$ cat src/rtl/mmio_uart_pkg.sv
// mmio_uart_pkg: shared definitions for the MMIO UART.
//   - Register word indices (bus_addr[3:2]) for the 16-byte window.
//   - STATUS register bit positions.
//   - TX and RX state machine encodings.
package mmio_uart_pkg;

  localparam logic [1:0] REG_TXDATA  = 2'd0;
  localparam logic [1:0] REG_RXDATA  = 2'd1;
  localparam logic [1:0] REG_STATUS  = 2'd2;
  localparam logic [1:0] REG_DIVISOR = 2'd3;

  localparam int unsigned ST_TX_FULL  = 0;
  localparam int unsigned ST_TX_EMPTY = 1;
  localparam int unsigned ST_TX_BUSY  = 2;
  localparam int unsigned ST_RX_VALID = 3;
  localparam int unsigned ST_RX_OVR   = 4;
  localparam int unsigned ST_TX_OVF   = 5;
  localparam int unsigned ST_RX_FRM   = 6;
  localparam int unsigned ST_IRQ_EN   = 8;

  typedef enum logic [1:0] {TX_IDLE, TX_START, TX_DATA, TX_STOP} tx_state_t;
  typedef enum logic [1:0] {RX_IDLE, RX_START, RX_DATA, RX_STOP} rx_state_t;

endpackage

$ cat src/rtl/mmio_uart_fifo.sv
// mmio_uart_fifo: synchronous FIFO used as the UART transmit queue.
// Ports:
//   clk, reset       clock, asynchronous active-high reset
//   i_push, i_data   write request and data
//   i_pop            read request (ignored when empty)
//   o_data           head entry (valid when not empty)
//   o_full, o_empty  occupancy flags
//   o_count          number of stored entries
// A push while full is accepted only when a pop happens in the same cycle.
module mmio_uart_fifo #(
  parameter int unsigned WIDTH = 8,
  parameter int unsigned DEPTH = 4
) (
  input  logic                     clk,
  input  logic                     reset,
  input  logic                     i_push,
  input  logic [WIDTH-1:0]         i_data,
  input  logic                     i_pop,
  output logic [WIDTH-1:0]         o_data,
  output logic                     o_full,
  output logic                     o_empty,
  output logic [$clog2(DEPTH):0]   o_count
);

  localparam int unsigned AW = $clog2(DEPTH);

  logic [WIDTH-1:0] r_mem [DEPTH];
  logic [AW-1:0]    r_wptr;
  logic [AW-1:0]    r_rptr;
  logic [AW:0]      r_count;
  logic             w_push_ok;
  logic             w_pop_ok;

  assign o_full    = (r_count == (AW+1)'(DEPTH));
  assign o_empty   = (r_count == '0);
  assign o_count   = r_count;
  assign o_data    = r_mem[r_rptr];
  assign w_pop_ok  = i_pop & ~o_empty;
  assign w_push_ok = i_push & (~o_full | w_pop_ok);

  always_ff @(posedge clk) begin
    if (w_push_ok) r_mem[r_wptr] <= i_data;
  end

  always_ff @(posedge clk or posedge reset) begin
    if (reset) begin
      r_wptr  <= '0;
      r_rptr  <= '0;
      r_count <= '0;
    end else begin
      if (w_push_ok) r_wptr <= r_wptr + AW'(1);
      if (w_pop_ok)  r_rptr <= r_rptr + AW'(1);
      case ({w_push_ok, w_pop_ok})
        2'b10:   r_count <= r_count + (AW+1)'(1);
        2'b01:   r_count <= r_count - (AW+1)'(1);
        default: r_count <= r_count;
      endcase
    end
  end

endmodule

$ cat src/rtl/mmio_uart.sv
// mmio_uart: memory-mapped 8N1 UART slave on the core MMIO bus.
// Ports:
//   clk, reset                    clock, asynchronous active-high reset
//   bus_addr/bus_wr_data          byte address and store data from the core
//   bus_cs/bus_wr/bus_rd          region select, store strobe, load strobe
//   bus_rd_data                   combinational read data (0 when not hit)
//   uart_tx                       serial out, idle high
//   uart_rx                       serial in, asynchronous
//   irq                           only with MMIO_UART_IRQ_EN defined
// Registers (bus_addr[3:2]): 0 TXDATA, 1 RXDATA, 2 STATUS, 3 DIVISOR.
// Optional feature macro: MMIO_UART_IRQ_EN (irq output, STATUS[9:8] IRQ_EN).
module mmio_uart
  import mmio_uart_pkg::*;
#(
  parameter logic [31:0] BASE_ADDR   = 32'h1000_0000,
  parameter int unsigned TX_DEPTH    = 4,
  parameter logic [15:0] DEFAULT_DIV = 16'd433
) (
  input  logic        clk,
  input  logic        reset,
  input  logic [31:0] bus_addr,
  input  logic [31:0] bus_wr_data,
  input  logic        bus_cs,
  input  logic        bus_wr,
  input  logic        bus_rd,
  output logic [31:0] bus_rd_data,
  output logic        uart_tx,
  input  logic        uart_rx
`ifdef MMIO_UART_IRQ_EN
  ,
  output logic        irq
`endif
);

  logic                      w_hit, w_wr;
  logic [1:0]                w_idx;
  logic                      w_push, w_pop, w_fifo_full, w_fifo_empty;
  logic [7:0]                w_fifo_data;
  logic [$clog2(TX_DEPTH):0] w_fifo_count;
  logic [15:0]               r_div;
  logic [1:0]                w_irq_en;
  logic [31:0]               w_status;
  logic [2:0]                w_w1c;
  logic                      w_unused;

  tx_state_t   r_tx_state;
  logic [15:0] r_tx_cnt, r_tx_len;
  logic [7:0]  r_tx_shift;
  logic [2:0]  r_tx_bit;
  logic        r_tx, w_tx_tick, w_tx_busy;

  rx_state_t   r_rx_state;
  logic        r_rx_s1, r_rx_s2, r_rx_prev;
  logic [15:0] r_rx_cnt, r_rx_len;
  logic [16:0] w_rx_half;
  logic [7:0]  r_rx_shift, r_rx_byte;
  logic [2:0]  r_rx_bit;
  logic        r_rx_valid, r_rx_ovr, r_tx_ovf, r_rx_frm;
  logic        w_rx_tick, w_rx_stop, w_rx_clr, w_rx_busy_hold, w_rx_load;

  assign w_hit  = bus_cs & (bus_addr[31:4] == BASE_ADDR[31:4]);
  assign w_wr   = w_hit & bus_wr;
  assign w_idx  = bus_addr[3:2];
  assign w_push = w_wr & (w_idx == REG_TXDATA);
  assign w_w1c  = (w_wr && w_idx == REG_STATUS) ? bus_wr_data[ST_RX_FRM:ST_RX_OVR] : 3'b000;
  assign w_unused = ^{bus_rd, bus_addr[1:0], bus_wr_data[31:16], w_fifo_count};

  mmio_uart_fifo #(.WIDTH(8), .DEPTH(TX_DEPTH)) u_txq (
    .clk(clk), .reset(reset), .i_push(w_push), .i_data(bus_wr_data[7:0]),
    .i_pop(w_pop), .o_data(w_fifo_data), .o_full(w_fifo_full),
    .o_empty(w_fifo_empty), .o_count(w_fifo_count)
  );

  // ---------------- TX serializer ----------------
  // Bit length is latched at every bit start so a DIVISOR write never
  // stretches or truncates the bit currently on the line.
  assign w_tx_tick = (r_tx_cnt == r_tx_len);
  assign w_tx_busy = (r_tx_state != TX_IDLE);
  assign w_pop     = ~w_fifo_empty &
                     ((r_tx_state == TX_IDLE) | ((r_tx_state == TX_STOP) & w_tx_tick));
  assign uart_tx   = r_tx;

  always_ff @(posedge clk or posedge reset) begin
    if (reset) begin
      r_tx_state <= TX_IDLE;
      r_tx_cnt   <= '0;
      r_tx_len   <= DEFAULT_DIV;
      r_tx_shift <= '0;
      r_tx_bit   <= '0;
      r_tx       <= 1'b1;
    end else begin
      case (r_tx_state)
        TX_IDLE: if (w_pop) begin
          r_tx_state <= TX_START; r_tx <= 1'b0; r_tx_shift <= w_fifo_data;
          r_tx_cnt <= '0; r_tx_len <= r_div;
        end
        TX_START: if (w_tx_tick) begin
          r_tx_state <= TX_DATA; r_tx <= r_tx_shift[0]; r_tx_shift <= r_tx_shift >> 1;
          r_tx_bit <= '0; r_tx_cnt <= '0; r_tx_len <= r_div;
        end else r_tx_cnt <= r_tx_cnt + 16'd1;
        TX_DATA: if (w_tx_tick) begin
          r_tx_cnt <= '0; r_tx_len <= r_div;
          if (r_tx_bit == 3'd7) begin
            r_tx_state <= TX_STOP; r_tx <= 1'b1;
          end else begin
            r_tx <= r_tx_shift[0]; r_tx_shift <= r_tx_shift >> 1; r_tx_bit <= r_tx_bit + 3'd1;
          end
        end else r_tx_cnt <= r_tx_cnt + 16'd1;
        TX_STOP: if (w_tx_tick) begin
          r_tx_cnt <= '0; r_tx_len <= r_div;
          if (w_pop) begin
            r_tx_state <= TX_START; r_tx <= 1'b0; r_tx_shift <= w_fifo_data;
          end else begin
            r_tx_state <= TX_IDLE; r_tx <= 1'b1;
          end
        end else r_tx_cnt <= r_tx_cnt + 16'd1;
        default: r_tx_state <= TX_IDLE;
      endcase
    end
  end

  // ---------------- RX deserializer ----------------
  assign w_rx_tick = (r_rx_cnt == r_rx_len);
  assign w_rx_half = ({1'b0, r_rx_len} + 17'd1) >> 1;
  assign w_rx_stop = (r_rx_state == RX_STOP) & w_rx_tick;
  assign w_rx_clr  = w_wr & (w_idx == REG_RXDATA);
  // A clear in the same cycle frees the holding register for the new byte.
  assign w_rx_busy_hold = r_rx_valid & ~w_rx_clr;
  assign w_rx_load = w_rx_stop & r_rx_s2 & ~w_rx_busy_hold;

  always_ff @(posedge clk or posedge reset) begin
    if (reset) begin
      r_rx_s1 <= 1'b1; r_rx_s2 <= 1'b1; r_rx_prev <= 1'b1;
      r_rx_state <= RX_IDLE;
      r_rx_cnt <= '0; r_rx_len <= DEFAULT_DIV;
      r_rx_shift <= '0; r_rx_bit <= '0;
    end else begin
      r_rx_s1 <= uart_rx; r_rx_s2 <= r_rx_s1; r_rx_prev <= r_rx_s2;
      case (r_rx_state)
        RX_IDLE: if (r_rx_prev & ~r_rx_s2) begin
          r_rx_state <= RX_START; r_rx_cnt <= '0; r_rx_len <= r_div;
        end
        RX_START: if ({1'b0, r_rx_cnt} == w_rx_half) begin
          // Line high at mid-start means a glitch, not a frame.
          if (r_rx_s2) r_rx_state <= RX_IDLE;
          else begin
            r_rx_state <= RX_DATA; r_rx_cnt <= '0; r_rx_len <= r_div; r_rx_bit <= '0;
          end
        end else r_rx_cnt <= r_rx_cnt + 16'd1;
        RX_DATA: if (w_rx_tick) begin
          r_rx_shift <= {r_rx_s2, r_rx_shift[7:1]};
          r_rx_cnt <= '0; r_rx_len <= r_div;
          if (r_rx_bit == 3'd7) r_rx_state <= RX_STOP;
          else r_rx_bit <= r_rx_bit + 3'd1;
        end else r_rx_cnt <= r_rx_cnt + 16'd1;
        RX_STOP: if (w_rx_tick) begin
          r_rx_state <= RX_IDLE; r_rx_cnt <= '0;
        end else r_rx_cnt <= r_rx_cnt + 16'd1;
        default: r_rx_state <= RX_IDLE;
      endcase
    end
  end

  // ---------------- Register file ----------------
  always_ff @(posedge clk or posedge reset) begin
    if (reset) begin
      r_div <= DEFAULT_DIV;
      r_rx_valid <= 1'b0; r_rx_byte <= '0;
      r_rx_ovr <= 1'b0; r_tx_ovf <= 1'b0; r_rx_frm <= 1'b0;
    end else begin
      if (w_wr && w_idx == REG_DIVISOR) r_div <= bus_wr_data[15:0];
      if (w_rx_load) begin
        r_rx_byte <= r_rx_shift; r_rx_valid <= 1'b1;
      end else if (w_rx_clr) r_rx_valid <= 1'b0;
      // Sticky flags: a set in the same cycle as W1C wins.
      r_rx_ovr <= (r_rx_ovr & ~w_w1c[0]) | (w_rx_stop & r_rx_s2 & w_rx_busy_hold);
      r_tx_ovf <= (r_tx_ovf & ~w_w1c[1]) | (w_push & w_fifo_full & ~w_pop);
      r_rx_frm <= (r_rx_frm & ~w_w1c[2]) | (w_rx_stop & ~r_rx_s2);
    end
  end

`ifdef MMIO_UART_IRQ_EN
  logic [1:0] r_irq_en;
  logic       r_irq;
  always_ff @(posedge clk or posedge reset) begin
    if (reset) begin
      r_irq_en <= '0; r_irq <= 1'b0;
    end else begin
      if (w_wr && w_idx == REG_STATUS) r_irq_en <= bus_wr_data[ST_IRQ_EN+1:ST_IRQ_EN];
      r_irq <= (r_irq_en[0] & r_rx_valid) | (r_irq_en[1] & w_fifo_empty & ~w_tx_busy);
    end
  end
  assign w_irq_en = r_irq_en;
  assign irq      = r_irq;
`else
  assign w_irq_en = 2'b00;
`endif

  always_comb begin
    w_status = '0;
    w_status[ST_TX_FULL]  = w_fifo_full;
    w_status[ST_TX_EMPTY] = w_fifo_empty;
    w_status[ST_TX_BUSY]  = w_tx_busy;
    w_status[ST_RX_VALID] = r_rx_valid;
    w_status[ST_RX_OVR]   = r_rx_ovr;
    w_status[ST_TX_OVF]   = r_tx_ovf;
    w_status[ST_RX_FRM]   = r_rx_frm;
    w_status[ST_IRQ_EN+1:ST_IRQ_EN] = w_irq_en;
  end

  always_comb begin
    bus_rd_data = '0;
    if (w_hit) begin
      case (w_idx)
        REG_TXDATA:  bus_rd_data = '0;
        REG_RXDATA:  bus_rd_data = {23'b0, r_rx_valid, r_rx_byte};
        REG_STATUS:  bus_rd_data = w_status;
        REG_DIVISOR: bus_rd_data = {16'b0, r_div};
      endcase
    end
  end

endmodule

$ cat config.mk
export PLATFORM = sky130hd
export DESIGN_NAME = mmio_uart
export DESIGN_NICKNAME = d
export VERILOG_FILES = /design/src/rtl/mmio_uart_pkg.sv /design/src/rtl/mmio_uart_fifo.sv /design/src/rtl/mmio_uart.sv
export SDC_FILE = /design/constraint.sdc
export NUM_CORES = 1
export LEC_CHECK = 0
export CAP_MARGIN = 0
export CORE_ASPECT_RATIO = 0.5
export CORE_MARGIN = 5
export CORE_UTILIZATION = 50
export CTS_CLUSTER_DIAMETER = 50
export DETAILED_ROUTE_END_ITERATION = 6
export GPL_TIMING_DRIVEN = 0
export PLACE_DENSITY = 0.74
export SLEW_MARGIN = 30
export SYNTH_ARGS = -nofsm -noshare
export SYNTH_HDL_FRONTEND = slang
export SYNTH_HIERARCHICAL = 1
export SYNTH_SLANG_ARGS = --single-unit
$ cat constraint.sdc
create_clock -name clk -period 7.6 [get_ports clk]
set_input_delay 1.52 -clock clk [delete_from_list [all_inputs] [get_ports clk]]
set_output_delay 1.52 -clock clk [all_outputs]
set_load 0.005 [all_outputs]
Word-level counts from Yosys, hierarchy flattened
Memories as Yosys holds them, arrays and structs flattened.
Index checks and enable logic that the tools add are counted.
Widths: inputs -> output; s select.
{ "classes": {"eq_ne": 33, "n_mux": 60, "add_sub_neg": 9, "n_reduce_logical": 24, "bitwise": 34} }
{ "op_table": {"columns": ["operator", "count"], "rows": [
  ["$mux 16", 12],
  ["$pmux 32 s4", 1],
  ["$pmux 16 s3", 2],
  ["$pmux 16 s2", 2],
  ["$eq 16x16->1", 3],
  ["$mux 8", 5],
  ["$add 16x1->16 const B", 2],
  ["$mux 32", 1],
  ["$pmux 8 s4", 1],
  ["$eq 28x25->1 const B", 1],
  ["$mux 3", 8],
  ["$ne 2x2->1 const B", 12],
  ["$mux 2", 11],
  ["$and 1x1->1", 20],
  ["$reduce_and 5->1", 4],
  ["$pmux 3 s2", 3],
  ["$add 16x1->17 const B", 1],
  ["$pmux 2 s4", 2],
  ["$eq 2x2->1 const B", 7],
  ["$reduce_and 4->1", 3],
  ["$mux 1", 11],
  ["$reduce_bool 2->1", 5],
  ["$add 3x1->3 const B", 3],
  ["$eq 3x3->1 const B", 3],
  ["15 further kinds", 37]
]} }
{ "totals": {"memories": 1, "ramBits": 32, "regBits": 129, "input_bits": 70, "wordCells": 184, "output_inout_bits": 33} }
{ "mem_list": {"columns": ["name", "words", "word_bits", "rd", "rd_ports_with_merged_regs", "wr", "line", "text"], "rows": [
  ["u_txq.r_mem", 4, 8, 1, 0, 1, "mmio_uart_fifo.sv:27", "logic [WIDTH-1:0] r_mem [DEPTH];"]
]} }

Depth between registers and ports, before layout
{ "depth": {"word_depth": 9, "depth_mapped": 13, "mapped_depth_nobuf": 13} }

By module
The synthesis kept the hierarchy.
{ "by_module_without_submodules": {"columns": ["module", "seq_area_each_um2", "n_inst", "cells_per_inst", "area_each_um2"], "rows": [
  ["mmio_uart", 3076.7, 1, 704, 7045.5],
  ["mmio_uart_fifo", 1136.1, 1, 81, 1591.5]
]} }

Least setup slack after synthesis
OpenSTA, ideal clock, no wires.
{ "synth_timing": {"path_kind": "in2out", "from": "input port bus_addr[12]", "to": "output port bus_rd_data[10]", "setup_slack_ns": 3.127, "cell_stages": 7, "arrival_time_ns": 2.953, "path_cell_list": "or4_1 -> nor3_1 -> nand4_1 -> inv_1 -> nand2_1 -> nor2_2 -> and2_1"} }
{ "synth_between": {"elab_chain_cells": 3} }
{ "synth_lines": {"columns": ["element", "line", "text"], "rows": [
  ["start: declaration", "mmio_uart.sv:21", "input logic [31:0] bus_addr,"],
  ["$eq 28x25->1", "mmio_uart.sv:61", "assign w_hit = bus_cs & (bus_addr[31:4] == BASE_ADDR[31:4]);"],
  ["$and 1x1->1", "mmio_uart.sv:61", null],
  ["$mux 32", "mmio_uart.sv:213", "if (w_hit) begin"],
  ["end: declaration", "mmio_uart.sv:26", "output logic [31:0] bus_rd_data,"]
]} }
No other way between the ends.

Final worst setup path
Same ends and word-level chain as after synthesis.

==> metrics.md <==
| Metric | Value |
|---|---|
| Worst setup path category | `input port to primary output` |
| Avg Cell Area, Syn | `11.0 um2` |
| Setup WS pre-CTS | `around 1.8 ns` |
| CTS tree | `done` |
| Seq pwr share | `between 40% and 50%` |
| Htree depth | `4` |
| Final Critical Period | `between 5 and 6 ns` |
| DRT antenna net count | `0` |
| Hold_buf cts | `0` |
| Fin worst setup slack | `1.84 ns` |
| Flops & latches, synth | `approximately 160` |
| Mux cell area share after synthesis | `14.1%` |
| Largest net degree at the start of global routing | `95` |
| GRT Util Overall | `19.2%` |
| Grt ovf | `0` |
| Compound-cell area share of the yosys netlist | `9.45%` |
| Post-cts resize count | `0` |
| Nets | `around 1000` |
| Final Max Tran Viols | `0` |
| Pint | `approximately 1.6 mW` |
| WL/cell | `16.9 um` |
| Drt total wl | `roughly 19000 um` |
| DR vias | `a little over 6000` |
| Layout fillers | `1378` |
| Rows | `34` |
| LEAKAGE | `~4.2 nW` |
| CP Launch Type | `input port` |
| Final std cells w/o fill | `roughly 1100` |
| Share of post-route cells with drive strength above 1 | `between 10% and 20%` |
| Least-Margin Pin Slew | `just under 1 ns` |
| Synthesis-to-layout area growth | `18.3%` |
| Worst hold slack | `0.356 ns` |
| EDFF count, synth | `32` |
| Max Cap Violations | `0` |
| Cell taking the most area after synthesis | `dfrtp_1` |
| Clock Power Share | `between 30% and 40%` |
| IO Count | `between 100 and 150` |
| Min-delay src | `r_rx_s1` |
| Clk pin slew, worst setup/hold paths | `0.07 ns` |
| CTS Sinks | `161` |
| Post-synth ARST share | `80.1%` |
| Worst slew margin relative to its limit | `34.2%` |
| DRC | `0` |
| DPL Wire Length | `between 10000 and 15000 um` |
| Clock Skews | `around 0.013 ns` |
| Initial DRC count | `458` |
| Sequential cell area fraction in the yosys report | `approximately half` |
| Post-Synth Simple-Gate Area | `between 10% and 20%` |
| Final hold vios | `0` |
| Pwr/cell area | `roughly 230 nW/um2` |
| Design Area, Final | `10200 um2` |
| Vias in the first global route | `a little over 6000` |
| Core Area | `~17000 um2` |
| Class of the worst hold path | `flip-flop to flip-flop` |
| Die Height | `103 um` |
| Critical Path Max Stage Delay | `approximately 0.55 ns` |
| Yosys Warn Count | `6` |
| RSZ-0062 raised after global routing | `false` |
| Share of the synthesized area in the top cell type | `a little under a third` |
| XOR/XNOR Fraction of Synth Area | `6.08%` |
| Post-DP Area | `a little under 10000 um2` |
| FMAX | `between 150 and 200 MHz` |
| CP startpoint | `bus_addr[12]` |
| Element type at the critical path end | `primary output` |
| Final Power | `approximately 2.3 mW` |
| Initial antenna violation count | `0` |
| CTS Root Buffer Type | `clkbuf_16` |
| Sw Ratio | `29.5%` |
| Die ar. | `approximately 20000 um2` |
| Worst path slowest cell | `or4_1` |
| Primary FF master, synth | `dfrtp_1` |
| Largest family of logic cells by synthesized area | `multiplexers` |
| Setup_tns | `0 ns` |
| CP required | `approximately 6.1 ns` |
| R2R Path Start | `r_tx_len[3]` |
| Initial core utilization | `50.4%` |
| Distinct cells, synth | `66` |
| Crit path cell chain | `clkdlybuf4s50_1, or4_1, nor3_1, nand4_1, inv_1, nand2_1, nor2_2, and2_1, clkdlybuf4s50_1` |
| Tcrit/Tclk final | `75.7%` |
| Post-synthesis adder-cell area fraction | `roughly 2.7%` |
| Placer Congestion | `roughly 0.85` |
| Most frequent cells in the layout | `110 x dfrtp_1, 65 x clkdlybuf4s50_1, 64 x nand2_1` |
| VDD IR max | `0.171 mV` |
| # setup viols final | `0` |
| Via density | `between 5 and 6` |
| Top cells by area, synth | `dfrtp_1 32%, edfxtp_1 11%, mux2_2 7.4%, dfstp_2 5.8%, xnor2_1 4.6%` |
| Post-Syn Area | `roughly 8600 um2` |
| Worst Path Arrival | `between 4 and 5 ns` |
| First-pass GRT wire length | `slightly above 30000 um` |
| Dpl cells | `1100` |
| Outcome | `finished clean` |
| Synth Instances | `roughly 790` |
| Net switching power | `a little under 0.7 mW` |
| Combinational share of power | `22.4%` |
| Most common cell after layout, fill and taps aside | `dfrtp_1` |
| Most frequent CP cell | `clkdlybuf4s50_1` |
| Post-CTS Setup Bufs | `0` |
| IO Port Bufs | `65` |
| Pre-antenna DRT Iters | `5` |
| Clk_lat worst skew | `approximately 0.43 ns` |
| CP max FO | `9` |
| CTS Buf Count | `17` |
| DIE WIDTH | `approximately 200 um` |
| Max Buffers Root-to-Sink | `2` |
| Diodes inserted | `0` |
| Final core utilization | `between 50% and 60%` |
[worst max-delay path, delay by kind of cell]
family / cells / cell delay [ns]
AND/OR/NAND/NOR: 6 / 1.66
buffers and inverters: 3 / 1.05
[synth_stat cells (all sizes together), types with 11 or more instances]
master	count
a21oi	12
and2	19
buf	34
clkbuf	26
dfrtp	110
dfstp	19
edfxtp	32
ha	17
inv	37
mux2	68
mux2i	23
nand2	64
nand3	20
nand4	17
nor2	48
nor3	11
nor4	11
o21ai	59
o221ai	15
xnor2	45
xor2	15
[area by class of cell]
| type | count | area, um2 | share of cell area (%) |
|---|---|---|---|
| Timing Repair Buffer | 66 | 678 | 6.64 |
| Multi-Input combinational cell | 540 | 4000 | 39.1 |
| Inverter | 39 | 154 | 1.51 |
| Clock buffer | 24 | 465 | 4.55 |
| Sequential cell | 161 | 4210 | 41.2 |
| Clock inverter | 8 | 82.6 | 0.808 |
| Tap cell | 234 | 293 | 2.86 |
| Buffer | 60 | 337 | 3.29 |
[sequential cells by signal (all words and copies together), names as in the netlist, 8 cells and up, named ones only]
register / cells
r_rx_len: 16
r_tx_shift: 8
r_tx_len: 16
r_rx_cnt: 16
r_rx_byte: 8
r_div: 16
u_txq/r_mem: 32
r_rx_shift: 8
r_tx_cnt: 16
[path summary, 6_finish.rpt]
path,to,slack (ns),cells past startpoint
worst max register to register,u_txq/o_count[2],4.03,12
max in group asynchronous,r_rx_s2,5.36,3
worst min register to register,r_rx_s2,0.36,0
worst max-delay path,bus_rd_data[10],1.84,9
worst min-delay path,r_rx_s2,0.36,0
min in group asynchronous,r_tx_shift[5],1.48,2
[logic make-up after synthesis]
logic type,after synthesis
multiplexers,99
other,1
XOR/XNOR,60
AO/OA/AOI/OAI,124
adder cells (fa/ha/maj),18
flip-flops,161
buffers and inverters,99
AND/OR/NAND/NOR,223
[per-layer routing]
layer / part of all wire [%] / track usage (%)
met5: 0 / 0
met4: 1.6 / 6.22
met3: 3.7 / 3.56
met2: 49 / 32.5
met1: 45 / 25.5
[power by group through the flow]
| stage | registers [mW] | logic, mW | clock network (mW) |
|---|---|---|---|
| 6_report | 0.987 | 0.518 | 0.806 |
| 5_1_grt | 0.994 | 0.572 | 0.861 |
| 3_5_place_dp | 1.00 | 0.520 | 0 |
| 3_3_place_gp | 0.998 | 0.501 | 0 |
| 2_1_floorplan | 0.988 | 0.390 | 0 |
| 4_1_cts | 0.985 | 0.520 | 0.819 |
Note: power is estimated with default switching activity, not from simulation.
